`config.mk`:
```
export PLATFORM = sky130hd
export DESIGN_NAME = rete_mnist_axi4_slave_mem
export DESIGN_NICKNAME = d
export VERILOG_FILES = /design/src/rtl/rete_mnist_axi4_slave_mem.sv
export SDC_FILE = /design/constraint.sdc
export NUM_CORES = 2
export LEC_CHECK = 0
export ABC_CLOCK_PERIOD_IN_PS = 5400
export CAP_MARGIN = 10
export CELL_PAD_IN_SITES_DETAIL_PLACEMENT = 1
export CELL_PAD_IN_SITES_GLOBAL_PLACEMENT = 2
export CORE_MARGIN = 2
export CORE_UTILIZATION = 25
export CTS_CLUSTER_DIAMETER = 120
export CTS_CLUSTER_SIZE = 30
export DETAILED_ROUTE_END_ITERATION = 8
export GPL_TIMING_DRIVEN = 0
export PLACE_DENSITY = 0.55
export SETUP_SLACK_MARGIN = 0.5
export SLEW_MARGIN = 10
export SYNTH_ARGS = -nofsm -noshare
export SYNTH_HDL_FRONTEND = slang
export SYNTH_SLANG_ARGS = --single-unit
```
`constraint.sdc`:
```
create_clock -name ACLK -period 5.4 [get_ports ACLK]
set_input_delay 0.54 -clock ACLK [delete_from_list [all_inputs] [get_ports ACLK]]
set_output_delay 0.54 -clock ACLK [all_outputs]
set_load 0.02 [all_outputs]
```
`src/rtl/rete_mnist_axi4_slave_mem.sv`:
```
// AXI4 INCR burst slave over a word-addressed register array; one burst at a time, write/read round-robin.
// AW/AR accepted one cycle after valid is seen in IDLE, then one beat per cycle; B and R hold until BREADY/RREADY.
module rete_mnist_axi4_slave_mem #(
  parameter int C_S_AXI_ID_WIDTH   = 1,
  parameter int C_S_AXI_DATA_WIDTH = 32,
  parameter int C_S_AXI_ADDR_WIDTH = 8
) (
  input  logic                            ACLK,
  input  logic                            ARESET,
  input  logic [C_S_AXI_ID_WIDTH-1:0]     S_AXI_AWID,
  input  logic [C_S_AXI_ADDR_WIDTH-1:0]   S_AXI_AWADDR,
  input  logic [7:0]                      S_AXI_AWLEN,
  input  logic [2:0]                      S_AXI_AWSIZE,
  input  logic [1:0]                      S_AXI_AWBURST,
  input  logic                            S_AXI_AWVALID,
  output logic                            S_AXI_AWREADY,
  input  logic [C_S_AXI_DATA_WIDTH-1:0]   S_AXI_WDATA,
  input  logic [C_S_AXI_DATA_WIDTH/8-1:0] S_AXI_WSTRB,
  input  logic                            S_AXI_WLAST,
  input  logic                            S_AXI_WVALID,
  output logic                            S_AXI_WREADY,
  output logic [C_S_AXI_ID_WIDTH-1:0]     S_AXI_BID,
  output logic [1:0]                      S_AXI_BRESP,
  output logic                            S_AXI_BVALID,
  input  logic                            S_AXI_BREADY,
  input  logic [C_S_AXI_ID_WIDTH-1:0]     S_AXI_ARID,
  input  logic [C_S_AXI_ADDR_WIDTH-1:0]   S_AXI_ARADDR,
  input  logic [7:0]                      S_AXI_ARLEN,
  input  logic [2:0]                      S_AXI_ARSIZE,
  input  logic [1:0]                      S_AXI_ARBURST,
  input  logic                            S_AXI_ARVALID,
  output logic                            S_AXI_ARREADY,
  output logic [C_S_AXI_ID_WIDTH-1:0]     S_AXI_RID,
  output logic [C_S_AXI_DATA_WIDTH-1:0]   S_AXI_RDATA,
  output logic [1:0]                      S_AXI_RRESP,
  output logic                            S_AXI_RLAST,
  output logic                            S_AXI_RVALID,
  input  logic                            S_AXI_RREADY
);

  localparam int IW    = C_S_AXI_ADDR_WIDTH - 2;
  localparam int DEPTH = 1 << IW;
  localparam int NB    = C_S_AXI_DATA_WIDTH / 8;

  typedef enum logic [2:0] {IDLE, AW_ACK, WDATA, WRESP, AR_ACK, RDATA} state_t;

  state_t                          state, state_nxt;
  logic [IW-1:0]                   idx, idx_inc;
  logic [7:0]                      len, cnt;
  logic [C_S_AXI_ID_WIDTH-1:0]     id;
  logic                            err_cfg, err_proto, last_wr;
  logic [C_S_AXI_DATA_WIDTH-1:0]   rdata;
  logic [C_S_AXI_DATA_WIDTH-1:0]   mem [DEPTH];
  logic                            w_beat, r_beat, final_beat;
  logic                            unused_addr;

  assign unused_addr = ^{S_AXI_AWADDR[1:0], S_AXI_ARADDR[1:0]};
  assign idx_inc     = idx + 1'b1;
  assign final_beat  = (cnt == len);
  assign w_beat      = (state == WDATA) && S_AXI_WVALID;
  assign r_beat      = (state == RDATA) && S_AXI_RREADY;

  always_ff @(posedge ACLK or posedge ARESET) begin
    if (ARESET) state <= IDLE;
    else        state <= state_nxt;
  end

  always_comb begin
    state_nxt = state;
    case (state)
      IDLE: begin
        // last_wr=1 means the previous burst was a write, so a contending read wins
        if (S_AXI_AWVALID && (!S_AXI_ARVALID || !last_wr)) state_nxt = AW_ACK;
        else if (S_AXI_ARVALID)                             state_nxt = AR_ACK;
      end
      AW_ACK:  state_nxt = WDATA;
      WDATA:   if (w_beat && final_beat) state_nxt = WRESP;
      WRESP:   if (S_AXI_BREADY) state_nxt = IDLE;
      AR_ACK:  state_nxt = RDATA;
      RDATA:   if (r_beat && final_beat) state_nxt = IDLE;
      default: state_nxt = IDLE;
    endcase
  end

  always_ff @(posedge ACLK or posedge ARESET) begin
    if (ARESET) begin
      idx       <= '0;
      len       <= '0;
      cnt       <= '0;
      id        <= '0;
      err_cfg   <= 1'b0;
      err_proto <= 1'b0;
      last_wr   <= 1'b0;
      rdata     <= '0;
    end else begin
      case (state)
        AW_ACK: begin
          id        <= S_AXI_AWID;
          idx       <= S_AXI_AWADDR[C_S_AXI_ADDR_WIDTH-1:2];
          len       <= S_AXI_AWLEN;
          cnt       <= '0;
          err_cfg   <= (S_AXI_AWSIZE != 3'd2) || (S_AXI_AWBURST != 2'b01);
          err_proto <= 1'b0;
        end
        WDATA: begin
          if (w_beat) begin
            idx <= idx_inc;
            cnt <= cnt + 8'd1;
            // burst length comes from AWLEN; WLAST is only cross-checked
            if (S_AXI_WLAST != final_beat) err_proto <= 1'b1;
          end
        end
        WRESP: begin
          if (S_AXI_BREADY) last_wr <= 1'b1;
        end
        AR_ACK: begin
          id        <= S_AXI_ARID;
          idx       <= S_AXI_ARADDR[C_S_AXI_ADDR_WIDTH-1:2];
          len       <= S_AXI_ARLEN;
          cnt       <= '0;
          err_cfg   <= (S_AXI_ARSIZE != 3'd2) || (S_AXI_ARBURST != 2'b01);
          err_proto <= 1'b0;
          if ((S_AXI_ARSIZE != 3'd2) || (S_AXI_ARBURST != 2'b01)) rdata <= '0;
          else rdata <= mem[S_AXI_ARADDR[C_S_AXI_ADDR_WIDTH-1:2]];
        end
        RDATA: begin
          if (r_beat) begin
            if (final_beat) begin
              last_wr <= 1'b0;
            end else begin
              idx   <= idx_inc;
              cnt   <= cnt + 8'd1;
              rdata <= err_cfg ? '0 : mem[idx_inc];
            end
          end
        end
        default: ;
      endcase
    end
  end

  // Contents deliberately survive reset
  always_ff @(posedge ACLK) begin
    if (!ARESET && w_beat && !err_cfg) begin
      for (int b = 0; b < NB; b++) begin
        if (S_AXI_WSTRB[b]) mem[idx][8*b +: 8] <= S_AXI_WDATA[8*b +: 8];
      end
    end
  end

  assign S_AXI_AWREADY = (state == AW_ACK);
  assign S_AXI_WREADY  = (state == WDATA);
  assign S_AXI_BVALID  = (state == WRESP);
  assign S_AXI_BID     = (state == WRESP) ? id : '0;
  assign S_AXI_BRESP   = ((state == WRESP) && (err_cfg || err_proto)) ? 2'b10 : 2'b00;
  assign S_AXI_ARREADY = (state == AR_ACK);
  assign S_AXI_RVALID  = (state == RDATA);
  assign S_AXI_RID     = (state == RDATA) ? id : '0;
  assign S_AXI_RRESP   = ((state == RDATA) && err_cfg) ? 2'b10 : 2'b00;
  assign S_AXI_RLAST   = (state == RDATA) && final_beat;
  assign S_AXI_RDATA   = rdata;

endmodule

```
After elaboration in Yosys (flattened, before gate mapping):

Memory sizes are Yosys's and may differ from the RTL's.
Index checks and enable logic that the tools add are counted.
W data, S select, Z words.

* add/subtract/negate cells: 2
* equality and inequality tests: 20
* multiplexer cells: 45
* reduce and logical (&&, ||, !) cells: 32

Operators with widths (number)
* $mux W32: 4
* $pmux W32 S2: 1
* $mux W8: 3
* $pmux W6 S4: 1
* $pmux W8 S3: 1
* $mux W1: 19
* $mux W6: 3
* $ne A2 B1 Y1 const B: 9
* $pmux W3 S6: 1
* $pmux W8 S2: 1
* $reduce_and A4 Y1: 4
* $mux W3: 5
* $logic_and A1 B1 Y1: 10
* $add A8 B1 Y8 const B: 1
* $eq A8 B8 Y1: 1
* $pmux W1 S2: 4
* $reduce_bool A2 Y1: 4
* $add A6 B1 Y6 const B: 1
* $eq A3 B2 Y1 const B: 2
* $eq A3 B3 Y1 const B: 2
* $ne A3 B2 Y1 const B: 2
* $reduce_and A3 Y1: 2
* $logic_not A1 Y1: 4
* $logic_or A1 B1 Y1: 4
* 9 further kinds: 10

* register bits: 61
* bits in writable memories: 2048
* bits of input ports: 88
* logic and storage cells: 109
* memories kept: 1

Memory list
* mem: depth 64, bits a word 32, rd ports 2, clocked after memory_dff 0, wr ports 1, RTL line 53 `logic [C_S_AXI_DATA_WIDTH-1:0] mem [DEPTH];`

Logic depth before layout (Yosys ltp):

* depth after elaboration: 6
* depth in mapped cells: 13
* depth with buffers taken out: 8

Worst setup path before layout:

Ideal clock, no wire load.

* path type: flip-flop to flip-flop
* start: register idx[0]
* end: memory mem[57][0] (enable)
* library setup time: 370 ps
* arrival time: 2516 ps
* setup slack: 2513 ps
* cell stages (with the launch flop): 9
* cell sequence: dfrtp_1 -> buf_4 -> buf_2 -> buf_2 -> buf_4 -> buf_2 -> nor3b_1 -> nand2_1 -> nor2_1

RTL lines
* start, declared: RTL line 48 `logic [IW-1:0] idx, idx_inc;`
* start signal, assigned: RTL line 99 `idx <= S_AXI_AWADDR[C_S_AXI_ADDR_WIDTH-1:2];`
* start signal, assigned: RTL line 107 `idx <= idx_inc;`
* start signal, assigned: RTL line 118 `idx <= S_AXI_ARADDR[C_S_AXI_ADDR_WIDTH-1:2];`
* end, declared: RTL line 53

No word-level cell before the write port.

Final worst setup path:

* start: register idx[3]
* end: register rdata[23], in the netlist S_AXI_RDATA[23]

* word-level cells in the longest chain between the ends: 6

RTL lines
* $add A6 B1 Y6: RTL line 58 `assign idx_inc = idx + 1'b1;`
* $mem_v2 Z64 W32
* $mux W32: RTL line 133 `rdata <= err_cfg ? '0 : mem[idx_inc];`
* $mux W32: RTL line 128 `if (final_beat) begin`
* $mux W32: RTL line 127 `if (r_beat) begin`
* $pmux W32 S2: RTL line 96 `case (state)`
* end signal, assigned: RTL line 124 `else rdata <= mem[S_AXI_ARADDR[C_S_AXI_ADDR_WIDTH-1:2]];`
* end signal, assigned: RTL line 133
* end, declared: RTL line 52 `logic [C_S_AXI_DATA_WIDTH-1:0] rdata;`

No other way between the ends. The select of a mux whose other input is x is not followed.
A chain may end at the register's enable or synchronous reset.

==> flow_metrics.tcl <==
set metrics [dict create \
    synth-seq-area-share_pct 64.00 \
    slew_viol_final 1 \
    cellLeakagePower_nw 34.59 \
    syn-mean-instance-area_um2 20.24 \
    worstReg2RegStart "idx[3]$_DFFE_PP0P_" \
    path_buf_inv 3 \
    finalCoreUtilization_pct 29.11 \
    vias_per_cell 6.158 \
    grt_start_max_net_pins 65 \
    critical_path.max_stage_delay_ns 1.00 \
    path_clk_slew_ns 0.13 \
    rsz0062_at_grt "yes" \
    cp.arrival_ns 5.98 \
    max-clock-path-buffers 3 \
    dieArea_um2 399000 \
    portBuffers 121 \
    num-nets-final 5403 \
    min_period_ns 5.372 \
    drtPass1Iterations 6 \
    grt_overflow 0 \
    slew_headroom_pct -1.630 \
    cp-startpoint "idx[3]$_DFFE_PP0P_" \
    yosysMostFrequentCell "edfxtp_1" \
    hp-class "in -> reg" \
    finalSetupViolCount 0 \
    yosysWarnings 0 \
    worstSkewPairLatency_ns 0.87 \
    hold_viol 0 \
    fmax_ghz 0.1861 \
    critical_path_class "reg -> reg" \
    irDropWorstVdd_v 0.0007053 \
    power_density_nw_per_um2 523.9 \
    cts_tree "yes" \
    netlist_top_cells_count "2048 x edfxtp_1, 1191 x mux4_2, 313 x nor2_1" \
    placeableCoreArea_um2 392200 \
    gr-usage-all-layers_pct 28.56 \
    maxCapViolations 0 \
    synth_top_area_share_pct 62.45 \
    r2r_slack_ns 0.03 \
    clk_root_buffer_cell "clkbuf_16" \
    finalCritPeriodShare_pct 99.48 \
    cts_buffers 87 \
    cp_max_fo 10 \
    synth_top_flop_cell "edfxtp_1" \
    num_io_pins 132 \
    first_iter_violations 12774 \
    initial_utilization_pct 25.11 \
    fp.dieW_um 631.6 \
    synthTopCellsByArea "edfxtp_1 62%, mux4_2 27%, dfrtp_1 1.6%" \
    clock-sinks 2109 \
    run_status "finished with violations" \
    start_kind "register" \
    drtAntennaViolNets 0 \
    dp_worst_setup_slack_ns -0.6517 \
    reg2reg_depth 8 \
    antenna_found_initial 93 \
    die_y_um 631.6 \
    syn_to_final_growth_pct 15.95 \
    place_congestion 1.048 \
    synth-edff-count 2048 \
    crit_end "S_AXI_RDATA[23]$_DFFE_PP0P_" \
    reg2reg_to "S_AXI_RDATA[23]$_DFFE_PP0P_" \
    num_vias 65499 \
    critical_path.cell_chain "buf_1 > xnor2_1 > clkbuf_2 > clkdlybuf4s15_1 > nand2_1 > a32oi_1 > a32oi_1 > o221ai_1" \
    critical_path.most_common_cell "a32oi_1" \
    synth_top_area_cell "edfxtp_1" \
    slowest_stage "buf_1" \
    drt_wl_total_mm 581.8 \
    hold_ws_ns 0.04435 \
    hpwl_mm 431.8 \
    synthArstFlopShare_pct 2.892 \
    worst_pin_slew_ns 1.524 \
    num_rows 230 \
    drive_gt1_share_pct 39.79 \
    synthesis.area_um2 98480 \
    crit_required_ns 6.00 \
    wl_per_cell_um 54.69 \
    endpoint_kind "register" \
    path_depth 8 \
    path_delay_family "buffers and inverters" \
    synth.distinct_cells 65 \
    grt_pass1_wl_mm 719.0 \
    h-tree-depth 3 \
    first_global_vias 61343 \
    layout_setup_ws_ns 0.02796 \
    netlist_instances 4865 \
    drc 0 \
    skew_ns 0.1029 \
    violations "slew limit" \
    synth-seq-cells 2109 \
]
[metrics by stage]
step           power (mW)  TNS (ns)  std cells  cell area, um^2
2_1_floorplan       31.45         0       4866            98480
3_5_place_dp        49.48    -75.74      10434           110800
3_3_place_gp        48.09  -4404.51      10207           106200
4_1_cts             58.44         0      10591           113800
6_report            59.82         0      10637           114200
5_1_grt             59.14         0      10607           114100
[how the worst min path moves through the flow]
stage                                from                    end  slack, ns  cells after the start
global placement    err_proto$_DFFE_PP0P_  err_proto$_DFFE_PP0P_       0.50                      2
detailed placement  err_proto$_DFFE_PP0P_  err_proto$_DFFE_PP0P_       0.50                      2
global route              S_AXI_WDATA[24]  mem[43][24]$_DFFE_PP_       0.04                      1
floorplan           err_proto$_DFFE_PP0P_  err_proto$_DFFE_PP0P_       0.46                      2
CTS                       S_AXI_WDATA[24]  mem[37][24]$_DFFE_PP_      0.001                      1
finish                    S_AXI_WDATA[24]  mem[43][24]$_DFFE_PP_       0.04                      1
[what timing repair did]
action	CTS	global route
buffers inserted	0	5
pin swaps	0	3
hold buffers	0	0
endpoints found under the setup margin	753	239
resized for setup	55	33
[power by group]
part	internal, mW	leakage (nW)	switching, mW
Sequential	18.1	19.2	0.402
Combinational	10.3	14.1	21.8
Clock	3.33	1.33	5.88
[area by class of cell]
class	count	area, um^2
fillers	39837	278000
flip-flops and latches	2109	63030
multi-input cells	2364	34330
well taps	5220	6531
repair buffers	358	5335
clock buffers	131	2364
plain buffers	383	2022
clock inverters	26	456.7
diodes	36	90.09
inverters	10	40.04
[flip-flops by register name, summed over array words and instances (netlist names)]
name / count
err_cfg: 1
id: 1
mem: 2048
S_AXI_RDATA: 32
err_proto: 1
last_wr: 1
cnt: 8
idx: 6
state: 3
len: 8
[kinds of logic (layout without fill, tap and decap cells)]
kind of cell,after synthesis,in the layout,synth area share [%]
muxes,1341,1341,28.77
and+or+nand+nor,715,715,3.053
DFF,2109,2109,64.00
AOI/OAI and AO/OA,284,284,2.056
buffers and inverters,393,908,1.906
xor gates and xnor gates,20,20,0.1855
adders and majority gates,2,2,0.02541
other,1,38,0.003808
[per-layer routing]
layer	share of wire (%)	GRT usage, %	up-vias
li1	-	-	21805
met3	12	10.49	1293
met1	36	34.92	36677
met5	0.034	0	-
met4	9.2	21.57	24
met2	42	41.02	5700
[cell usage in the layout (no fill, tap or decap), types with 7 or more instances in the layout]
cell and count:
o22ai_1 26, a22o_1 16, o21ai_1 12, diode_2 36
xor2_1 7, and2_1 12, nor2_4 32, a22oi_1 33
buf_16 36, a2111o_1 12, a21oi_1 44, nand3_1 46
a211o_1 11, clkbuf_1 100, clkbuf_16 88, a32oi_1 19
mux2i_1 141, xnor2_1 11, o211ai_1 11, clkdlybuf4s50_1 89
dfrtp_1 61, edfxtp_1 2048, buf_2 184, nand2_1 262
buf_12 91, a31oi_1 12, clkbuf_2 109, o21ai_0 32
buf_8 72, nor2_2 180, and3_1 14, buf_6 36
a221oi_1 12, nand4_1 15, mux2_2 9, mux4_2 1191
a211oi_1 12, nor2_1 101, buf_4 60
Power figures use the tool's default switching activity.
